===== src/rtl/reg_write_arbiter.sv =====
// Round-robin arbiter sharing one n_REG storage register among N_REQ writers.
// Each write runs IDLE -> LOAD -> ACK, with all outputs registered.
module reg_write_arbiter #(
  parameter int WIDTH = 8,
  parameter int N_REQ = 4
) (
  input  logic                   CLOCK,
  input  logic                   Clear_n,
  input  logic [N_REQ-1:0]       Req,
  input  logic [N_REQ*WIDTH-1:0] D_in,
  output logic [N_REQ-1:0]       Grant,
  output logic                   Load,
  output logic [WIDTH-1:0]       D_out,
  output logic [N_REQ-1:0]       Ack,
  output logic                   Busy,
  output logic [7:0]             Count
);

  localparam int LW = $clog2(N_REQ);

  localparam logic [1:0] IDLE = 2'd0;
  localparam logic [1:0] LOAD = 2'd1;
  localparam logic [1:0] ACK  = 2'd2;

  localparam logic [N_REQ-1:0] ONE = N_REQ'(1);
  localparam logic [LW-1:0]    TOP = LW'(N_REQ - 1);

  logic [1:0]    state;
  logic [LW-1:0] last;
  logic [LW-1:0] owner;
  logic [LW-1:0] win;
  logic          found;
  int            idx;

  // Search starts one past the last served requester and wraps.
  always_comb begin
    win   = '0;
    found = 1'b0;
    idx   = 0;
    for (int k = 1; k <= N_REQ; k++) begin
      idx = (int'(last) + k) % N_REQ;
      if (!found && Req[idx[LW-1:0]]) begin
        found = 1'b1;
        win   = idx[LW-1:0];
      end
    end
  end

  always_ff @(posedge CLOCK) begin
    if (!Clear_n) begin
      state <= IDLE;
      last  <= TOP;
      owner <= '0;
      Grant <= '0;
      Load  <= 1'b0;
      D_out <= '0;
      Ack   <= '0;
      Busy  <= 1'b0;
      Count <= '0;
    end else begin
      unique case (state)
        IDLE: begin
          if (found) begin
            Grant <= ONE << win;
            D_out <= D_in[int'(win)*WIDTH +: WIDTH];
            owner <= win;
            Load  <= 1'b1;
            Busy  <= 1'b1;
            state <= LOAD;
          end
        end
        LOAD: begin
          Load  <= 1'b0;
          Ack   <= Grant;
          state <= ACK;
        end
        ACK: begin
          last  <= owner;
          Count <= Count + 8'd1;
          Grant <= '0;
          Ack   <= '0;
          Busy  <= 1'b0;
          state <= IDLE;
        end
        default: begin
          Grant <= '0;
          Load  <= 1'b0;
          Ack   <= '0;
          Busy  <= 1'b0;
          state <= IDLE;
        end
      endcase
    end
  end

endmodule

===== config.mk =====
export PLATFORM = sky130hd
export DESIGN_NAME = reg_write_arbiter
export DESIGN_NICKNAME = d
export VERILOG_FILES = /design/src/rtl/reg_write_arbiter.sv
export SDC_FILE = /design/constraint.sdc
export NUM_CORES = 1
export LEC_CHECK = 0
export BUFFER_PORTS_ARGS = -buffer_cell sky130_fd_sc_hd__buf_2
export CORE_ASPECT_RATIO = 1.4
export CORE_MARGIN = 4
export CORE_UTILIZATION = 46
export DETAILED_ROUTE_END_ITERATION = 8
export PLACE_DENSITY_LB_ADDON = 0.08
export SLEW_MARGIN = 20
export SYNTH_ARGS = -nofsm -noshare
export SYNTH_HDL_FRONTEND = slang
export SYNTH_SLANG_ARGS = --single-unit
export TNS_END_PERCENT = 20

===== constraint.sdc =====
create_clock -name CLOCK -period 2 [get_ports CLOCK]
set_input_delay 0.3 -clock CLOCK [delete_from_list [all_inputs] [get_ports CLOCK]]
set_output_delay 0.3 -clock CLOCK [all_outputs]
set_load 0.03 [all_outputs]

### Word level (Yosys, flattened, before mapping)

Index checks and enable logic that the tools add are counted.

| storage, ports and cells | value |
|---|---|
| register bits after elaboration | 32 |
| input bits | 38 |
| output and inout port bits | 26 |
| logic and storage cells | 59 |

| operators by class | value |
|---|---|
| add/subtract/negate cells | 5 |
| order comparisons | 4 |
| equality and inequality tests | 3 |
| shifts and indexed selects | 2 |
| muxes and demuxes | 24 |
| bitwise logic cells | 2 |
| reduce and logical (&&, ||, !) cells | 10 |

Operators by type and width:

| cell | count |
|---|---|
| 32-bit by 6-bit variable part select with 8-bit output | 1 |
| 4-bit one-hot mux with 2 select lines | 2 |
| 2-bit by 3-bit less-than comparator with 1-bit output (second input constant) | 4 |
| 2-bit two-way mux | 5 |
| 1-bit two-way mux | 9 |
| 8-bit by 1-bit adder with 8-bit output (second input constant) | 1 |
| 1-bit binary-select mux with 2-bit select | 4 |
| 2-bit AND reduction | 3 |
| 2-bit by 1-bit adder with 2-bit output (second input constant) | 2 |
| 2-bit adder (second input constant) | 2 |
| 4-bit two-way mux | 1 |
| 1-bit one-hot mux with 2 select lines | 2 |
| 2-bit one-hot mux with 2 select lines | 1 |
| 1-bit by 2-bit << shifter with 4-bit output (first input constant) | 1 |
| 1-bit logical AND | 3 |
| 1-bit zero test | 3 |
| 2-bit by 1-bit == test with 1-bit output (second input constant) | 1 |
| 2-bit == test (second input constant) | 1 |
| 2-bit zero test | 1 |
| 2-bit inequality test (second input constant) | 1 |
| 1-bit inverter | 2 |

### Longest topological paths before layout

| logic depth | value |
|---|---|
| word-level depth | 16 |
| depth in mapped cells | 7 |
| depth with buffers taken out | 5 |

### Least setup slack after synthesis

Ideal clock, no wire load.

| path | value |
|---|---|
| path kind | register to register |
| start | register state[0] |
| end | register Grant[2] |
| library setup time | 71 ps |
| arrival time | 1,439 ps |
| required time | 1,929 ps |
| setup slack | 491 ps |
| cell stages (with the launch flop) | 6 |
| buffers on the path | 2 |
| clock period less this slack | 1,509 ps |
| cells stage by stage | dfxtp_1 > buf_4 > or2_1 > buf_6 > or4_1 > a21oi_1 |

| on the way | value |
|---|---|
| longest elaborated chain between the ends | 3 |
| elaborated cells on any way between the ends | 6 |
| those cells by class | eq/ne (2); mux (1); bitwise (1); reduce/logical (2) |

RTL lines:

| element | RTL line | RTL |
|---|---|---|
| start: declaration | 28 | `logic [1:0] state;` |
| start signal: assignment | 51 | `state <= IDLE;` |
| start signal: assignment | 69 | `state <= LOAD;` |
| start signal: assignment | 75 | `state <= ACK;` |
| 2-bit zero test / 2-bit by 1-bit == test with 1-bit output (equally long branches) | 61 | `unique case (state)` |
| 2-bit inequality test (no source line) / 1-bit inverter (equally long branches) | - |  |
| 2-bit AND reduction (no source line) | - |  |
| end signal: assignment | 64 | `Grant <= ONE << win;` |
| end: declaration | 11 | `output logic [N_REQ-1:0] Grant,` |

Parallel ways exist; a longest one is shown, timed or not.
A chain may end at the register's enable or synchronous reset.

### Worst setup path after layout

Same ends and word-level chain as after synthesis.

==> results.sh <==
export IMPL_clock_sinks=32
export IMPL_grt_pass1_wl_mm=5.64
export IMPL_avgSynthCellArea_um2=9.58
export IMPL_clk_pin_slew_ns=0.06
export IMPL_drive_gt1_frac=0.347
export IMPL_gr_usage_met1=0.158
export IMPL_setup_viol=0
export IMPL_track_usage=0.172
export IMPL_ys_warn_count=0
export IMPL_drt_total_wl_mm=3.40
export IMPL_clk_latency_ns=0.27
export IMPL_critPathRequiredTime_ns=2.21
export IMPL_worst_slew_pin_slew_ns=0.562
export IMPL_drv_cap=0
export IMPL_core_area_um2=2940
export IMPL_finalHoldViolations=0
export IMPL_layout_commonest_cell="buf_2"
export IMPL_reg2reg_to="Grant[2]$_SDFFE_PN0P_"
export IMPL_postCtsSetupRepairBufs=0
export IMPL_final_antenna_net_count=0
export IMPL_via_per_inst=5.20
export IMPL_rsz0062_at_grt="false"
export IMPL_die_h_um=74.3
export IMPL_start_util=0.493
export IMPL_cts_buffers=5
export IMPL_max_freq_mhz=606
export IMPL_crit_type="flip-flop to flip-flop"
export IMPL_min_delay_path_class="input port to flip-flop"
export IMPL_regArea_um2=641
export IMPL_final_nets=257
export IMPL_worst_ep_arrival_time_ns=1.86
export IMPL_reg2reg_from="state[0]$_SDFFE_PN0N_"
export IMPL_worstRegToRegCells=4
export IMPL_start_kind="flip-flop"
export IMPL_instances_no_fill=256
export IMPL_syn_to_final_growth_pct=31.2
export IMPL_synth_seq_area_share=0.443
export IMPL_antenna_diode_count=0
export IMPL_fin_crit_ns=1.65
export IMPL_drt_iter0_drc=20
export IMPL_route_detailed_drc=0
export IMPL_antenna_found_initial=0
export IMPL_path_max_fanout=10
export IMPL_min_from="Clear_n"
export IMPL_synth_area_um2=1450
export IMPL_layout_common_cells="buf_2, dfxtp_1, mux2i_1"
export IMPL_rrSetupSlack_ns=0.35
export IMPL_syn_num_nets=190
export IMPL_slew_violations=0
export IMPL_grt_overflow=0
export IMPL_finalClockSkew_ns=0.00397
export IMPL_endpoint_kind="flip-flop"
export IMPL_hold_depth=2
export IMPL_ys_async_sr_fraction=0
export IMPL_dr_pass1_iters=4
export IMPL_met3_usage=0.0538
export IMPL_ir_drop_uv=638
export IMPL_rows=23
export IMPL_p_leak_nw=0.988
export IMPL_fp_dieArea_um2=4120
export IMPL_cts_path_max_buffers=2
export IMPL_setup_tns_ns=0
export IMPL_period_share=0.826
export IMPL_synth_seq_cells=32
export IMPL_ys_flop_type="dfxtp_1"
export IMPL_numPortBuffers=63
export IMPL_gp_congestion=0.737
export IMPL_maxSlewHeadroom=0.623
export IMPL_dp_hpwl_mm=2.68
export IMPL_synth_distinct_cells=36
export IMPL_cts_htree_levels=2
export IMPL_postSynthCellCount=151
export IMPL_die_w_um=55.4
export IMPL_gr_usage_met2=0.336
export IMPL_grt_pass1_vias=1387
export IMPL_status="completed"
export IMPL_wl_per_cell_um=13.3
export IMPL_synth_edff_count=0
export IMPL_p_per_area_nw_per_um2=819
export IMPL_cts_root_buf="clkbuf_8"
export IMPL_postCtsHoldBufs=0
export IMPL_dp_cells=248
export IMPL_fillers=271
export IMPL_cts_tree="built"
export IMPL_vias=1332
export IMPL_grt_max_degree=22
export IMPL_hold_path_end="last[0]$_SDFFE_PN1N_"
export IMPL_multiInputGateArea_um2=756
export IMPL_gr_max_usage_layer="met2"
export IMPL_cts_resized=0
export IMPL_io_pins=64
-- how the worst max path moves through the flow --
| stage | slack [ns] | to | from |
|---|---|---|---|
| final | 0.35 | Grant[2]$_SDFFE_PN0P_ | state[0]$_SDFFE_PN0N_ |
| after global routing | 0.19 | D_out[3]$_SDFFE_PN0P_ | last[1]$_SDFFE_PN1N_ |
| after CTS | 0.36 | D_out[3]$_SDFFE_PN0P_ | last[1]$_SDFFE_PN1N_ |
| after detailed placement | 0.22 | D_out[7]$_SDFFE_PN0P_ | Req[2] |
| after global placement | 0.29 | D_out[7]$_SDFFE_PN0P_ | Req[2] |
| after floorplan | 0.49 | Grant[2]$_SDFFE_PN0P_ | state[0]$_SDFFE_PN0N_ |
-- metrics by stage --
| step | hold slack, ns | util | setup WS, ns | total power [W] | area (um^2) |
|---|---|---|---|---|---|
| 3_5_place_dp | 0.453 | 0.616 | 0.225 | 0.00108 | 1810 |
| 2_1_floorplan | 0.422 | - | 0.491 | 0.000962 | 1450 |
| 4_1_cts | 0.298 | 0.647 | 0.362 | 0.00157 | 1900 |
| 5_1_grt | 0.318 | 0.647 | 0.195 | 0.00163 | 1900 |
| 3_3_place_gp | 0.442 | 0.616 | 0.289 | 0.00107 | 1810 |
| 6_report | 0.301 | 0.647 | 0.349 | 0.00155 | 1900 |
-- synth_stat cells (3+ instances only) --
library cell / n / area [um^2]
a21oi_1: 6 / 30.0
xnor2_1: 5 / 43.8
and2_1: 8 / 50.1
buf_4: 3 / 22.5
nand2_1: 19 / 71.3
mux2i_1: 23 / 230
dfxtp_1: 32 / 641
nor2_1: 11 / 41.3
o221ai_1: 8 / 70.1
nand3_1: 3 / 15.0
-- area by class of cell --
class | instances | share of cell area
clock buffers | 8 | 0.0475
inverters | 2 | 0.00396
multi-input cells | 110 | 0.398
flip-flops and latches | 32 | 0.338
well taps | 37 | 0.0244
repair buffers | 67 | 0.189
-- kinds of logic after synthesis --
| family | count (synthesis) | synth area share |
|---|---|---|
| buf+inv | 9 | 0.0372 |
| fa+ha+maj | 1 | 0.00865 |
| xor+xnor | 7 | 0.0424 |
| simple gates | 54 | 0.184 |
| compound gates | 25 | 0.125 |
| flops | 32 | 0.443 |
| mux | 23 | 0.159 |
-- sequential cells by signal, indices dropped and copies added, names as in the netlist --
register	flops
Count	8
D_out	8
Ack	4
Grant	4
last	2
owner	2
state	2
Busy	1
Load	1
-- routing by layer --
metal	part of all wire	vias to the layer above
met5	0	-
met4	0.027	0
met3	0.067	10
met2	0.54	43
met1	0.37	612
li1	-	667
-- power by group --
group	internal [W]	switching [W]	total [W]
Combinational	0.000141	0.000201	0.000343
Sequential	0.000687	0.0000355	0.000722
Clock	0.000280	0.000209	0.000489
Total	0.00111	0.000446	0.00155
-- critical path, stage by stage, from the launching register on --
cell     delay [ns]
dfxtp_1        0.42
or2_1          0.29
buf_4          0.17
or4_1          0.56
a21oi_1        0.15
Note: power is estimated with default switching activity, not from simulation.
